$ cat src/rtl/z80_counted_branch_unit_if.sv
// z80_counted_branch_unit_if
//
// Purpose: bundles the request, displacement-read and result signals of the
// counted branch unit so the core sequencer and the unit share one port.
//
// Parameter:
//   CNT_W    counter width; must match the unit it is connected to
//
// Signals:
//   start, ip_in, cnt_in, cond   operation request from the sequencer
//   busy, done                   unit status / one-clock completion pulse
//   rd_req, rd_addr              displacement read request and address
//   rd_ack, rd_data              read completion and displacement byte
//   mcycle                       current M-cycle type (0 none, 1 M1, 2 read, 3 internal)
//   taken, ip_out, cnt_out       branch results, written back on done
//
// Modports:
//   master   sequencer / memory side
//   slave    the counted branch unit
interface z80_counted_branch_unit_if #(
    parameter int CNT_W = 8
) ();
    logic             start;
    logic [15:0]      ip_in;
    logic [CNT_W-1:0] cnt_in;
    logic             cond;
    logic             busy;
    logic             rd_req;
    logic [15:0]      rd_addr;
    logic             rd_ack;
    logic [7:0]       rd_data;
    logic [1:0]       mcycle;
    logic             done;
    logic             taken;
    logic [15:0]      ip_out;
    logic [CNT_W-1:0] cnt_out;

    modport master (
        output start, ip_in, cnt_in, cond, rd_ack, rd_data,
        input  busy, rd_req, rd_addr, mcycle, done, taken, ip_out, cnt_out
    );

    modport slave (
        input  start, ip_in, cnt_in, cond, rd_ack, rd_data,
        output busy, rd_req, rd_addr, mcycle, done, taken, ip_out, cnt_out
    );
endinterface

$ cat src/rtl/z80_counted_branch_unit.sv
// z80_counted_branch_unit
//
// Purpose: executes a DJNZ-style counted relative branch. On start it latches
// IP, counter and condition, fetches the signed displacement through a
// read handshake, decrements the counter and computes the next IP.
//
// Parameters:
//   CNT_W     counter width (8 = B, 16 = BC)
//   INSN_LEN  instruction length in bytes including the displacement, 2..4
//
// Ports:
//   clk      clock, one clock per T-state
//   reset    synchronous active-high reset
//   bus      z80_counted_branch_unit_if.slave (request, read handshake, results)
//
// Configuration macro:
//   Z80_CBU_TCYCLE_EN  when defined, the unit is T-state accurate: an extra M1
//                      clock, a read cycle of at least 3 clocks and a 5-clock
//                      internal cycle when the branch is taken. When undefined,
//                      M1X is skipped, the read ends on rd_ack and the internal
//                      cycle is a single clock. Results are identical.
module z80_counted_branch_unit #(
    parameter int CNT_W    = 8,
    parameter int INSN_LEN = 2
) (
    input logic                     clk,
    input logic                     reset,
    z80_counted_branch_unit_if.slave bus
);

    typedef enum logic [2:0] {
        IDLE,
        M1X,
        RD,
        INT,
        DONE
    } state_t;

    state_t state, state_next;

    logic [15:0]      ip_lat;
    logic [CNT_W-1:0] cnt_lat;
    logic             cond_lat;
    logic [7:0]       disp;
    logic [CNT_W-1:0] cnt_dec;
    logic             branch_taken;
    logic             rd_exit;
    logic             disp_capture;
    logic [15:0]      ip_target;

`ifdef Z80_CBU_TCYCLE_EN
    logic [1:0] rd_cycles;
    logic       got_ack;
    logic [2:0] int_cycles;
`endif

    // The branch decision depends only on latched operands, so it is stable
    // for the whole operation and can steer both RD exit and the IP update.
    assign cnt_dec      = cnt_lat - CNT_W'(1);
    assign branch_taken = (cnt_dec != '0) && cond_lat;
    assign ip_target    = ip_lat + 16'(INSN_LEN)
                        + (branch_taken ? {{8{disp[7]}}, disp} : 16'h0000);

`ifdef Z80_CBU_TCYCLE_EN
    // Read cycle is padded to three clocks; an early ack is remembered so a
    // later spurious rd_ack cannot recapture the displacement.
    assign rd_exit      = (got_ack || bus.rd_ack) && (rd_cycles == 2'd2);
    assign disp_capture = (state == RD) && bus.rd_ack && !got_ack;
`else
    assign rd_exit      = bus.rd_ack;
    assign disp_capture = (state == RD) && bus.rd_ack;
`endif

    always_ff @(posedge clk) begin
        if (reset) begin
            state <= IDLE;
        end else begin
            state <= state_next;
        end
    end

    always_comb begin
        state_next = state;
        bus.busy   = 1'b0;
        bus.rd_req = 1'b0;
        bus.mcycle = 2'd0;
        bus.done   = 1'b0;
        case (state)
            IDLE: begin
                if (bus.start) begin
`ifdef Z80_CBU_TCYCLE_EN
                    state_next = M1X;
`else
                    state_next = RD;
`endif
                end
            end
            M1X: begin
                bus.busy   = 1'b1;
                bus.mcycle = 2'd1;
                state_next = RD;
            end
            RD: begin
                bus.busy   = 1'b1;
                bus.mcycle = 2'd2;
`ifdef Z80_CBU_TCYCLE_EN
                bus.rd_req = !got_ack;
`else
                bus.rd_req = 1'b1;
`endif
                if (rd_exit) begin
                    state_next = branch_taken ? INT : DONE;
                end
            end
            INT: begin
                bus.busy   = 1'b1;
                bus.mcycle = 2'd3;
`ifdef Z80_CBU_TCYCLE_EN
                if (int_cycles == 3'd4) begin
                    state_next = DONE;
                end
`else
                state_next = DONE;
`endif
            end
            DONE: begin
                bus.busy   = 1'b1;
                bus.done   = 1'b1;
                state_next = IDLE;
            end
            default: begin
                state_next = IDLE;
            end
        endcase
    end

    // Operand latches and result registers. Results keep their value until
    // the next operation overwrites them; reset clears everything so an
    // aborted operation leaves no partial writeback.
    always_ff @(posedge clk) begin
        if (reset) begin
            ip_lat      <= 16'h0000;
            cnt_lat     <= '0;
            cond_lat    <= 1'b0;
            disp        <= 8'h00;
            bus.rd_addr <= 16'h0000;
            bus.ip_out  <= 16'h0000;
            bus.cnt_out <= '0;
            bus.taken   <= 1'b0;
        end else begin
            if (state == IDLE && bus.start) begin
                ip_lat      <= bus.ip_in;
                cnt_lat     <= bus.cnt_in;
                cond_lat    <= bus.cond;
                bus.rd_addr <= bus.ip_in + 16'(INSN_LEN - 1);
            end
            if (disp_capture) begin
                disp <= bus.rd_data;
            end
            if (state == RD && rd_exit) begin
                bus.cnt_out <= cnt_dec;
                bus.taken   <= branch_taken;
            end
            if (state_next == DONE && state != DONE) begin
                bus.ip_out <= ip_target;
            end
        end
    end

`ifdef Z80_CBU_TCYCLE_EN
    always_ff @(posedge clk) begin
        if (reset) begin
            rd_cycles  <= 2'd0;
            got_ack    <= 1'b0;
            int_cycles <= 3'd0;
        end else begin
            if (state != RD) begin
                rd_cycles <= 2'd0;
                got_ack   <= 1'b0;
            end else begin
                if (rd_cycles != 2'd2) begin
                    rd_cycles <= rd_cycles + 2'd1;
                end
                if (bus.rd_ack) begin
                    got_ack <= 1'b1;
                end
            end
            if (state != INT) begin
                int_cycles <= 3'd0;
            end else begin
                int_cycles <= int_cycles + 3'd1;
            end
        end
    end
`endif

endmodule

$ cat src/flat_wrapper.sv
// flat-port wrapper written by rule: the top's interface ports become plain ports
module z80_counted_branch_unit_flat 
#(
    parameter int CNT_W    = 8,
    parameter int INSN_LEN = 2
)
  (clk, reset, bus_start, bus_ip_in, bus_cnt_in, bus_cond, bus_rd_ack, bus_rd_data, bus_busy, bus_rd_req, bus_rd_addr, bus_mcycle, bus_done, bus_taken, bus_ip_out, bus_cnt_out);
  z80_counted_branch_unit_if #(.CNT_W(CNT_W)) bus_i ();
  input logic clk;
  input logic reset;
  input wire logic [$bits(bus_i.start)-1:0] bus_start;
  input wire logic [$bits(bus_i.ip_in)-1:0] bus_ip_in;
  input wire logic [$bits(bus_i.cnt_in)-1:0] bus_cnt_in;
  input wire logic [$bits(bus_i.cond)-1:0] bus_cond;
  input wire logic [$bits(bus_i.rd_ack)-1:0] bus_rd_ack;
  input wire logic [$bits(bus_i.rd_data)-1:0] bus_rd_data;
  output wire logic [$bits(bus_i.busy)-1:0] bus_busy;
  output wire logic [$bits(bus_i.rd_req)-1:0] bus_rd_req;
  output wire logic [$bits(bus_i.rd_addr)-1:0] bus_rd_addr;
  output wire logic [$bits(bus_i.mcycle)-1:0] bus_mcycle;
  output wire logic [$bits(bus_i.done)-1:0] bus_done;
  output wire logic [$bits(bus_i.taken)-1:0] bus_taken;
  output wire logic [$bits(bus_i.ip_out)-1:0] bus_ip_out;
  output wire logic [$bits(bus_i.cnt_out)-1:0] bus_cnt_out;
  assign bus_i.start = bus_start;
  assign bus_i.ip_in = bus_ip_in;
  assign bus_i.cnt_in = bus_cnt_in;
  assign bus_i.cond = bus_cond;
  assign bus_i.rd_ack = bus_rd_ack;
  assign bus_i.rd_data = bus_rd_data;
  assign bus_busy = bus_i.busy;
  assign bus_rd_req = bus_i.rd_req;
  assign bus_rd_addr = bus_i.rd_addr;
  assign bus_mcycle = bus_i.mcycle;
  assign bus_done = bus_i.done;
  assign bus_taken = bus_i.taken;
  assign bus_ip_out = bus_i.ip_out;
  assign bus_cnt_out = bus_i.cnt_out;
  z80_counted_branch_unit #(.CNT_W(CNT_W), .INSN_LEN(INSN_LEN)) u_core (.clk(clk), .reset(reset), .bus(bus_i));
endmodule
$ cat config.mk
export PLATFORM = sky130hd
export DESIGN_NAME = z80_counted_branch_unit_flat
export DESIGN_NICKNAME = d
export VERILOG_FILES = /design/src/rtl/z80_counted_branch_unit_if.sv /design/src/rtl/z80_counted_branch_unit.sv /design/src/flat_wrapper.sv
export SDC_FILE = /design/constraint.sdc
export NUM_CORES = 1
export LEC_CHECK = 0
export CORE_MARGIN = 4
export CORE_UTILIZATION = 56
export CTS_CLUSTER_DIAMETER = 150
export DETAILED_ROUTE_END_ITERATION = 10
export MAX_ROUTING_LAYER = met4
export PLACE_DENSITY = 0.95
export SLEW_MARGIN = 40
export SYNTH_ARGS = -nofsm -noshare
export SYNTH_HDL_FRONTEND = slang
export SYNTH_SLANG_ARGS = --single-unit
$ cat constraint.sdc
create_clock -name clk -period 7.8 [get_ports clk]
set_input_delay 1.17 -clock clk [delete_from_list [all_inputs] [get_ports clk]]
set_output_delay 1.17 -clock clk [all_outputs]
set_load 0.02 [all_outputs]
==> Word level (Yosys, flattened, before mapping) <==
Cells that the tools add are included.
{ "op_classes": {"add_sub_neg": 4, "n_eq_ne": 6, "muxes": 9, "reduce_logical": 7} }
{ "op_table": {"columns": ["operator", "n"], "rows": [
  ["$add A16 B1 Y16 const B", 1],
  ["$add A16 B16 Y16", 1],
  ["$add A16 B2 Y16 const B", 1],
  ["$mux W16", 1],
  ["$pmux W3 S4", 1],
  ["$mux W3", 3],
  ["$reduce_bool A8 Y1", 1],
  ["$sub A8 B1 Y8 const B", 1],
  ["$eq A3 B2 Y1 const B", 2],
  ["$eq A3 B3 Y1 const B", 2],
  ["$pmux W2 S3", 1],
  ["$logic_and A1 B1 Y1", 4],
  ["$reduce_or A4 Y1", 1],
  ["$eq A3 B1 Y1 const B", 1],
  ["$logic_not A3 Y1", 1],
  ["$mux W1", 3],
  ["$ne A3 B3 Y1 const B", 1]
]} }
{ "totals": {"ff_bits": 77, "out_inout_bits": 46} }

==> Logic depth before layout (Yosys ltp) <==
Gate-level depths: netlist (run 1).
{ "logic_depth": {"depth_word": 8, "mapped_depth": 20} }

==> Worst setup path after synthesis (run 1) <==
Ideal clock, no wire load.
{ "synth_path": {"path_kind": "register to register", "from": "register u_core.cnt_lat[1]", "to": "register u_core.bus.ip_out[13]", "arrival_ps": 3517, "t_required_ps": 7667, "slack_ps": 4150, "stages_incl_launch_ff": 20, "path_cell_list": "dfxtp_1 -> inv_1 -> ha_1 -> o21bai_2 -> a211o_1 -> nand3_1 -> a31oi_4 -> nand2_1 -> ha_1 -> inv_1 -> ha_1 -> inv_1 -> fa_1 -> nor2b_1 -> o2111ai_1 -> a21oi_1 -> nor2_1 -> a21oi_1 -> xnor2_1 -> a211oi_2"} }
{ "synth_between": {"elab_chain_cells": 8} }
{ "synth_rtl": {"columns": ["item", "line", "text"], "rows": [
  ["start: declaration", "z80_counted_branch_unit.sv:42", "logic [CNT_W-1:0] cnt_lat;"],
  ["start signal: assignment", "z80_counted_branch_unit.sv:153", "cnt_lat <= bus.cnt_in;"],
  ["$sub A8 B1 Y8 *", "z80_counted_branch_unit.sv:59", "assign cnt_dec = cnt_lat - CNT_W'(1);"],
  ["$reduce_bool A8 Y1 *", "z80_counted_branch_unit.sv:60", "assign branch_taken = (cnt_dec != '0) && cond_lat;"],
  ["$logic_and A1 B1 Y1 *", "z80_counted_branch_unit.sv:60", null],
  ["branches (longest 5 deep; another with $add A16 B16 Y16)", null, null],
  ["end signal: assignment", "z80_counted_branch_unit.sv:165", "bus.ip_out <= ip_target;"],
  ["end: declaration", "z80_counted_branch_unit_if.sv:45", "output busy, rd_req, rd_addr, mcycle, done, taken, ip_out, cnt_out"]
]} }
Every way passes the cells marked *.
A chain may end at the register's enable or synchronous reset.

==> Final worst setup path (run 1) <==
{ "layout_path": {"from": "register u_core.cnt_lat[0]", "to": "register u_core.bus.ip_out[13]"} }
{ "layout_between": {"elab_chain_cells": 8} }
{ "layout_rtl": {"columns": ["item", "line", "text"], "rows": [
  ["$sub A8 B1 Y8 *", "z80_counted_branch_unit.sv:59", null],
  ["named net u_core.cnt_dec[0]", "z80_counted_branch_unit.sv:45", "logic [CNT_W-1:0] cnt_dec;"],
  ["$reduce_bool A8 Y1 *", "z80_counted_branch_unit.sv:60", null],
  ["$logic_and A1 B1 Y1 *", "z80_counted_branch_unit.sv:60", null],
  ["branches (longest 5 deep; another with $add A16 B16 Y16)", null, null]
]} }
Mark *: on every way through the listed nets, which the timed path passes.

==> results of run 1 <==
state kept, by name, indices dropped and copies added, names as in the netlist:
register and cells:
u_core.state 3, u_core.bus.rd_addr 16, u_core.bus.ip_out 16, u_core.disp 8, u_core.cond_lat 1, u_core.ip_lat 16, u_core.cnt_lat 8, u_core.bus.taken 1
u_core.bus.cnt_out 8
per-stage QoR:
stage	utilization	hold slack (ns)
6_report	0.7231	0.4618
4_1_cts	0.7229	0.4668
2_1_floorplan	-	0.4317
3_5_place_dp	0.6941	0.4553
5_1_grt	0.7231	0.4905
3_3_place_gp	0.6915	0.4460
cells in the mapped netlist, drive strengths merged, types with 2 or more instances:
master	n
a21oi	48
ha	32
o21bai	2
mux2i	9
inv	11
o21ai	17
clkbuf	16
dfxtp	77
a311oi	4
or3	7
and4	2
nor3b	4
nor3	9
a31oi	4
buf	8
nor4b	3
and2	9
nand3b	2
nand2	85
nor2b	10
a21o	4
nor2	54
a21boi	2
nor4	2
nand4	5
o2111ai	2
xor2	10
nand3	8
o21a	4
a211oi	23
xnor2	17
nand2b	2
report_power, final:
group	internal, µW	leakage, µW	switching (µW)
clock	165	0.000102	149
combinational	92.7	0.00129	110
sequential	418	0.000630	21.5
total	676	0.00202	281
kinds of logic after synthesis:
| family | Yosys count |
|---|---|
| AO/OA/AOI/OAI | 112 |
| XOR/XNOR | 27 |
| adder cells (fa/ha/maj) | 33 |
| buffers and inverters | 35 |
| flip-flops | 77 |
| multiplexers | 9 |
| AND/OR/NAND/NOR | 206 |
how the worst max path moves through the flow:
stage | slack, ns | cells after the start | startpoint | to
2_1_floorplan | 4.15 | 19 | u_core.cnt_lat[1] | u_core.bus.ip_out[13]
3_3_place_gp | 3.89 | 19 | u_core.cnt_lat[0] | u_core.bus.ip_out[13]
3_5_place_dp | 3.68 | 19 | u_core.cnt_lat[0] | u_core.bus.ip_out[13]
4_1_cts | 3.63 | 19 | u_core.cnt_lat[0] | u_core.bus.ip_out[13]
5_1_grt | 3.22 | 15 | u_core.cnt_lat[0] | u_core.bus.ip_out[14]
6_report | 3.62 | 19 | u_core.cnt_lat[0] | u_core.bus.ip_out[13]
layout make-up:
cell class | instances | area [µm²] | share of cell area
multi-input combinational | 387 | 2506 | 0.4753
sequential | 77 | 1541 | 0.2924
timing repair buffer | 86 | 849.6 | 0.1611
clock buffer | 11 | 151.4 | 0.02871
tap | 99 | 123.9 | 0.02349
clock inverter | 5 | 58.81 | 0.01115
inverter | 11 | 41.29 | 0.007831
critical path, delay by kind of cell (launching register included):
kind,cells,cell delay (ns)
compound gates,7,1.42
xor+xnor,1,0.16
fa+ha+maj,4,1.06
buf+inv,3,0.22
flops,1,0.55
simple gates,4,0.61
per-layer routing:
metal	part of all wire	global-route usage	up-vias	routed length [µm]
met5	0	-	-	0
met4	0.017	0.1034	0	176
met3	0.057	0.04622	21	595
met2	0.46	0.3928	108	4841
met1	0.46	0.3223	1787	4820
li1	-	-	1887	-
==> flow_metrics.tcl, run 1 <==
set metrics [dict create \
    skew_ns 0.009376 \
    min_path_cells 2 \
    io_buffers 82 \
    holdBufCountCts 0 \
    syn2layout_area_growth_pct 25.16 \
    powerDensity_nw_per_um2 181.5 \
    grt_antenna_before_repair 0 \
    dpl_cell_area_um2 5061 \
    synth_compound_area_frac 0.1773 \
    hpwl_mm 7.658 \
    n_fill_cell 567 \
    cp_slowest_cell "dfxtp_1" \
    vias 3803 \
    power.total_uw 957.0 \
    dp_cells 660 \
    yosysTopAreaCell "dfxtp_1" \
    routedWlPerCell_um 15.43 \
    relSlewSlack 0.4515 \
    root_buffer "clkbuf_8" \
    crit_path_cell_trace "inv_1 -> ha_1 -> o21bai_2 -> a211o_1 -> nand3_1 -> a31oi_4 -> nand2_1 -> ha_1 -> inv_1 -> ha_1 -> inv_1 -> fa_1 -> nor2b_1 -> o2111ai_1 -> a21oi_1 -> nor2_1 -> a21oi_1 -> xnor2_1 -> a211oi_2" \
    globalplace.congestion 0.9242 \
    synth_edf_count 0 \
    stdcell_area_um2 5273 \
    preCtsSetupSlack_ns 3.677 \
    syn_nets 569 \
    grt_max_degree 80 \
    critPathMaxStageDelay_ns 0.55 \
    synth_cell_type_count 54 \
    synth_ff_type "dfxtp_1" \
    hold_path_class "reg2reg" \
    synth_area_leaders "dfxtp_1, ha_1, nand2_1, a21oi_1, nor2_1" \
    ys_seq_area_frac 0.3659 \
    regToRegStartpoint "u_core.cnt_lat[0]" \
    ctsResizeCount 0 \
    diodes 0 \
    max_freq_mhz 239.1 \
    die_area_um2 8975 \
    synth_top_family_by_area "simple AND/OR/NAND/NOR gates" \
    crit_arrival_ns 4.40 \
    htreeDepth 3 \
    r2r_slack_ns 3.62 \
    cp_max_fo 10 \
    leakagePower_uw 0.002025 \
    clockBufferDepth 2 \
    die-width_um 94.74 \
    fin_ws_ns 3.617 \
    die_h_um 94.74 \
    vdd_drop_max_mv 0.1139 \
    syn_inst 499 \
    postRouteAntennaNets 0 \
    rsz0062_at_grt "false" \
    design.core.area_um2 7292 \
    finalCritPeriodShare 0.5362 \
    finalHoldViolCount 0 \
    holdPathEnd "u_core.ip_lat[13]" \
    initial_core_util 0.5777 \
    netlist_area_um2 4213 \
    r2r_end "u_core.bus.ip_out[13]" \
    synthSimpleGateAreaFrac 0.2379 \
    period_minus_slack_ns 4.183 \
    final_cell_mix "nand2_1, clkdlybuf4s50_1, dfxtp_1" \
    io_pins 83 \
    finalWirelength_mm 10.43 \
    async_reset_ff_frac 0 \
    cts.sinks 77 \
    required_ns 8.01 \
    row_count 31 \
    start_kind "flip-flop" \
    setup-violations-final 0 \
    path_clk_slew_ns 0.08 \
    viasPerCell 5.626 \
    finalMaxSlewViolations 0 \
    worst_slew_pin_slew_ns 0.8228 \
    synth_fa_ha_area_frac 0.09979 \
    status "finished clean" \
    cts_setup_buffers 0 \
    setup.worst_path.class "reg2reg" \
    grt_pass1_vias 3838 \
    drtIter0Drc 171 \
    yosysTopAreaCellShare 0.3659 \
    drive_above_1_share 0.07106 \
    yosysWarnings 0 \
    grt_overflow 0 \
    final_common_cell "nand2_1" \
    synth_seq_cells 77 \
    end_kind "flip-flop" \
    grt_first_pass_wirelength_mm 17.62 \
    final_nets 642 \
    muxShareOfSynthArea 0.02138 \
    grt_usage 0.2521 \
    maxCapViolations 0 \
    cts_tree "built" \
    min_from "u_core.ip_lat[13]" \
    synth_xor_area_frac 0.05613 \
    drt_pass1_iterations 4 \
    cts_made_buffers 9 \
    fin_tns_setup_ns 0 \
    rr_worst_depth 19 \
    clk_latency_ns 0.36 \
    avgSynthCellArea_um2 8.442 \
    final_cell_count_no_fill 676 \
    drc_errors 0 \
]
No activity file was read; power rests on OpenSTA's default activity.
==> run 2, diff against run 1 <==
--- a/config.mk
+++ b/config.mk
@@ -6,11 +6,11 @@
 export NUM_CORES = 1
 export LEC_CHECK = 0
 export CORE_MARGIN = 4
-export CORE_UTILIZATION = 56
+export CORE_UTILIZATION = 47
 export CTS_CLUSTER_DIAMETER = 150
 export DETAILED_ROUTE_END_ITERATION = 10
 export MAX_ROUTING_LAYER = met4
-export PLACE_DENSITY = 0.95
+export PLACE_DENSITY = 0.86
 export SLEW_MARGIN = 40
 export SYNTH_ARGS = -nofsm -noshare
 export SYNTH_HDL_FRONTEND = slang
==> constraint.sdc (replaced) <==
create_clock -name clk -period 3.78 [get_ports clk]
set_input_delay 0.567 -clock clk [delete_from_list [all_inputs] [get_ports clk]]
set_output_delay 0.567 -clock clk [all_outputs]
set_load 0.02 [all_outputs]
==> run 2 against run 1 <==
Net effect:
- total power is 110% higher
- sequential share of layout area is 0.79 points lower
- clock power is 100% higher
- register-to-register slack worse by 3.4 ns
- non-clock buffer count is 7 higher
- die area is 17% higher
- maximum frequency is 17% higher
- sequential cell count stayed put
- highest routed layer unchanged
==> flow_metrics.tcl, run 2 (synthesis gave the netlist of run 1 again) <==
set metrics [dict create \
    period_minus_slack_ns 3.575 \
    cp_max_fo 5 \
    skew_ns 0.008487 \
    drtIter0Drc 150 \
    fin_ws_ns 0.2046 \
    finalMaxSlewViolations 0 \
    min_from "u_core.disp[6]" \
    dpl_cell_area_um2 5094 \
    design.core.area_um2 8721 \
    crit_arrival_ns 3.85 \
    maxCapViolations 0 \
    setup-violations-final 0 \
    grt_first_pass_wirelength_mm 16.59 \
    required_ns 4.05 \
    dp_cells 672 \
    leakagePower_uw 0.002071 \
    final_cell_mix "nand2_1, clkdlybuf4s50_1, dfxtp_1" \
    hold_ws_ns 0.4572 \
    finalWirelength_mm 10.38 \
    hpwl_mm 7.630 \
    critPathMaxStageDelay_ns 0.39 \
    initial_core_util 0.4831 \
    cts.sinks 77 \
    end_kind "flip-flop" \
    endpoint "u_core.bus.ip_out[13]" \
    die_area_um2 10540 \
    grt_overflow 0 \
    hold_path_class "reg2reg" \
    n_fill_cell 738 \
    grt_usage 0.2044 \
    root_buffer "clkbuf_8" \
    worst_slew_pin_slew_ns 0.8213 \
    io_buffers 82 \
    p_sw_uw 587.8 \
    postRouteAntennaNets 0 \
    drt_pass1_iterations 4 \
    crit_family "compound AO/OA/AOI/OAI gates" \
    setup.worst_path.class "reg2reg" \
    rr_worst_depth 16 \
    crit_path_cell_trace "inv_1 -> ha_1 -> o21bai_2 -> a211o_1 -> nand3_4 -> a31oi_2 -> and2_1 -> ha_1 -> ha_1 -> a21o_1 -> a21oi_1 -> a21oi_2 -> nor2_1 -> a21oi_1 -> xnor2_1 -> a211oi_2" \
    powerDensity_nw_per_um2 364.2 \
    clk_latency_ns 0.34 \
    crit_cells 16 \
    r2r_slack_ns 0.20 \
    relSlewSlack 0.4525 \
    die-width_um 102.7 \
    path_clk_slew_ns 0.08 \
    drc_errors 0 \
    area.sequential_um2 1545 \
    cp_slowest_cell "ha_1" \
    diodes 0 \
    grt_antenna_before_repair 0 \
    final_common_cell "nand2_1" \
    largestRegisters "u_core.bus.ip_out: 16 flops, u_core.bus.rd_addr: 16 flops, u_core.ip_lat: 16 flops" \
    finalCritPeriodShare 0.9459 \
    grt_max_degree 56 \
    globalplace.congestion 0.8946 \
    cts_tree "built" \
    regToRegStartpoint "u_core.cnt_lat[1]" \
    stdcell_area_um2 5431 \
    die_h_um 102.7 \
    row_count 34 \
    io_pins 83 \
    preCtsSetupSlack_ns -0.02442 \
    cts_made_buffers 9 \
    viasPerCell 5.381 \
    finalHoldViolCount 0 \
    htreeDepth 3 \
    p_clk_frac 0.321 \
    share_comb_of_total_power 0.222 \
    max_freq_mhz 279.7 \
    routedWlPerCell_um 14.98 \
    drive_above_1_share 0.1077 \
    critPathLaunch "u_core.cnt_lat[1]" \
    swShare 0.2971 \
    critical_path_buf_inv_count 1 \
    clockBufferDepth 2 \
    vdd_drop_max_mv 0.2274 \
    p_int_uw 1390 \
    final_cell_count_no_fill 693 \
    crit_top_cell "ha_1" \
    multi_input_area_um2 2608 \
    start_kind "flip-flop" \
    grt_pass1_vias 3612 \
    p_seq_frac 0.457 \
    syn2layout_area_growth_pct 28.93 \
    r2r_end "u_core.bus.ip_out[13]" \
    final_nets 650 \
    status "finished clean" \
    vias 3729 \
]
run 2: cell types whose count changed in the layout (fill, tap and decap cells not counted), moves of 2 or more:
cell / delta
buf_4: +9
dfxtp_1: -3
dfxtp_2: +3
ha_1: -2
ha_4: +2
o21ai_0: -2
o21ai_1: +2
run 2: metal layers:
| layer | vias up | GRT usage | share of wire |
|---|---|---|---|
| met2 | 95 | 0.3024 | 0.45 |
| met1 | 1716 | 0.2741 | 0.48 |
| met3 | 23 | 0.03315 | 0.045 |
| li1 | 1895 | - | - |
| met5 | - | - | 0 |
| met4 | 0 | 0.09183 | 0.027 |
run 2: tightest hold or removal path: cells and delay by family (launching register included):
| family | cells | cell delay [ns] |
|---|---|---|
| simple gates | 1 | 0.05 |
| compound gates | 1 | 0.05 |
| flops | 1 | 0.31 |
run 2: how the worst min path moves through the flow:
stage | endpoint | slack, ns | cells after the start
floorplan | u_core.disp[0] | 0.43 | 2
global placement | u_core.disp[6] | 0.44 | 2
detailed placement | u_core.disp[4] | 0.44 | 2
CTS | u_core.disp[4] | 0.46 | 2
global route | u_core.disp[4] | 0.48 | 2
finish | u_core.disp[6] | 0.46 | 2
run 2: metrics by stage:
stage	setup TNS (ns)	power [µW]	util
2_1_floorplan	0	1177	-
3_3_place_gp	0	1334	0.5829
3_5_place_dp	-0.06331	1341	0.5841
4_1_cts	0	1975	0.6095
5_1_grt	-0.1046	2075	0.6228
6_report	0	1978	0.6228
run 2: final cells by class:
cell class                      count  share of cell area
Sequential cell                    77              0.2845
Clock buffer                       11             0.02603
Inverter                           11            0.007602
Tap cell                          108             0.02488
Multi-Input combinational cell    388              0.4801
Clock inverter                      5             0.01106
Timing Repair Buffer               93              0.1659
run 2: what timing repair did:
item,4_1_cts,5_1_grt
resized for setup,3,20
buffers inserted,0,4
hold buffers,0,0
pin swaps,1,9
setup endpoints to repair,4,8
gates cloned,1,0
run 2: power groups by stage:
stage / registers [µW] / logic, µW / clock network [µW]
after floorplan: 944 / 233 / 0
after global placement: 920 / 414 / 0
after detailed placement: 921 / 420 / 0
after CTS: 903 / 429 / 643
after global routing: 910 / 482 / 682
final: 904 / 440 / 634
==> run 3, diff against run 2 <==
--- a/config.mk
+++ b/config.mk
@@ -5,6 +5,7 @@
 export SDC_FILE = /design/constraint.sdc
 export NUM_CORES = 1
 export LEC_CHECK = 0
+export CORE_ASPECT_RATIO = 0.75
 export CORE_MARGIN = 4
 export CORE_UTILIZATION = 47
 export CTS_CLUSTER_DIAMETER = 150
==> run 3 against run 2 <==
Net effect:
- clock power rose by 28%
- critical endpoint is now u_core.bus.ip_out[14]
- largest power group unchanged
- critical path depth stayed put
- final cell count grew 0.29%
==> flow_metrics.tcl, run 3 (synthesis gave the netlist of run 1 again) <==
set metrics [dict create \
    finalMaxSlewViolations 0 \
    grt_overflow 0 \
    setup.worst_path.class "reg2reg" \
    holdPathEnd "u_core.disp[0]" \
    n_fill_cell 669 \
    max_freq_mhz 272.3 \
    largestRegisters "u_core.bus.ip_out: 16 flops, u_core.bus.rd_addr: 16 flops, u_core.ip_lat: 16 flops" \
    finalHoldViolCount 0 \
    maxCapViolations 0 \
    fin_ws_ns 0.1073 \
    hpwl_mm 7.473 \
    min_path_cells 2 \
    vias 3815 \
    routedWlPerCell_um 15.20 \
    wl_met2_mm 4.991 \
    maxUsedRoutingLayer "met4" \
    critPathMaxStageDelay_ns 0.34 \
    crit_path_cell_trace "inv_1 -> ha_2 -> o21bai_2 -> a211o_1 -> nand3_2 -> a31oi_4 -> and2_1 -> ha_1 -> ha_1 -> a211oi_2 -> o21ai_1 -> nand4_1 -> a31oi_1 -> or3_1 -> nand3_1 -> o21ai_1" \
    area.sequential_um2 1544 \
    vdd_drop_max_mv 0.2726 \
    clk_latency_ns 0.34 \
    setup-violations-final 0 \
    start_kind "flip-flop" \
    finalCritPeriodShare 0.9716 \
    regToRegStartpoint "u_core.cnt_lat[1]" \
    fin_util 0.6405 \
    final_cell_count_no_fill 695 \
    root_buffer "clkbuf_16" \
    design.core.area_um2 8600 \
    clockBufferDepth 2 \
    globalplace.congestion 0.9012 \
    grt_usage 0.2009 \
    grt_max_degree 57 \
    rr_worst_depth 16 \
    multi_input_area_um2 2584 \
    final_cell_mix "nand2_1, clkdlybuf4s50_1, dfxtp_1" \
    diodes 0 \
    drc_errors 0 \
    crit_arrival_ns 3.86 \
    leakagePower_uw 0.002109 \
    viasPerCell 5.489 \
    hold_path_class "reg2reg" \
    io_pins 83 \
    dp_cells 670 \
    powerDensity_nw_per_um2 389.3 \
    period_minus_slack_ns 3.673 \
    cts_tree "built" \
    final_common_cell "nand2_1" \
    cp_slowest_cell "or3_1" \
    grt_first_pass_wirelength_mm 17.23 \
    drt_pass1_iterations 5 \
    critical_path_buf_inv_count 1 \
    die-width_um 117.3 \
    rsz0062_at_grt "true" \
    row_count 29 \
    cp_max_fo 8 \
    end_kind "flip-flop" \
    drtIter0Drc 222 \
    critPathLaunch "u_core.cnt_lat[1]" \
    skew_ns 0.005069 \
    die_h_um 89.99 \
    required_ns 3.97 \
    status "finished clean" \
    preCtsSetupSlack_ns -0.1682 \
    drive_above_1_share 0.1090 \
    finalWirelength_mm 10.57 \
    cts.sinks 77 \
    grt_antenna_before_repair 0 \
    syn2layout_area_growth_pct 30.74 \
    r2r_slack_ns 0.11 \
    path_clk_slew_ns 0.06 \
    postRouteAntennaNets 0 \
    crit_family "compound AO/OA/AOI/OAI gates" \
    grt_pass1_vias 3705 \
    hold_ws_ns 0.4530 \
    initial_core_util 0.4899 \
    wl_met1_mm 4.923 \
    io_buffers 82 \
    routed-wl-met3_um 578 \
    worst_slew_pin_slew_ns 0.8197 \
    r2r_end "u_core.bus.ip_out[14]" \
    relSlewSlack 0.4535 \
    crit_cells 16 \
    htreeDepth 3 \
    min_from "u_core.disp[0]" \
    cts_made_buffers 9 \
    die_area_um2 10560 \
    final_nets 652 \
]
## run 3: cell types whose count changed in the layout (fill, tap and decap cells not counted), moves of 2 or more
cell / change
clkbuf_8: -8
ha_2: +3
clkinv_4: -2
clkbuf_16: +9
buf_4: +3
ha_4: -2
## run 3: timing repair
item | CTS | global route
hold buffers | 0 | 0
setup buffers | 1 | 8
gates resized for setup | 5 | 17
setup endpoints to repair | 6 | 8
pin swaps | 2 | 11
## run 3: area by class of cell
class	count	area share
flip-flops and latches	77	0.2803
inverters	11	0.007497
well taps	108	0.02453
multi-input cells	387	0.4691
clock buffers	13	0.04725
repair buffers	96	0.1677
clock inverters	3	0.003635
## run 3: metrics by stage
stage	TNS, ns	power [µW]	area (µm²)
3_5_place_dp	-0.3752	1334	5079
3_3_place_gp	0	1320	5069
2_1_floorplan	0	1177	4213
4_1_cts	-0.01125	2151	5379
6_report	0	2144	5508
5_1_grt	-0.07893	2242	5508
## run 3: per-layer routing
layer / up-vias / global-route usage
li1: 1903 / -
met1: 1786 / 0.2495
met2: 114 / 0.3188
met3: 12 / 0.06901
met4: 0 / 0.04492
met5: - / -
## run 3: how the worst max path moves through the flow
stage                                  to  slack, ns
detailed placement  u_core.bus.ip_out[14]      -0.17
floorplan           u_core.bus.ip_out[13]       0.13
global route        u_core.bus.ip_out[15]      -0.04
global placement    u_core.bus.ip_out[14]       0.09
finish              u_core.bus.ip_out[14]       0.11
CTS                 u_core.bus.ip_out[14]      -0.01
## run 3: power breakdown
part	switching (µW)	total, µW	internal (µW)
logic	231	429	198
registers	39.7	904	864
clock network	332	811	480
total	603	2140	1540
## run 3: worst register-to-register path, delay by kind of cell (launching register included)
kind            cells  cell delay [ns]
compound gates      7             1.34
simple gates        5             0.95
fa+ha+maj           3             0.84
flops               1             0.32
buf+inv             1             0.06
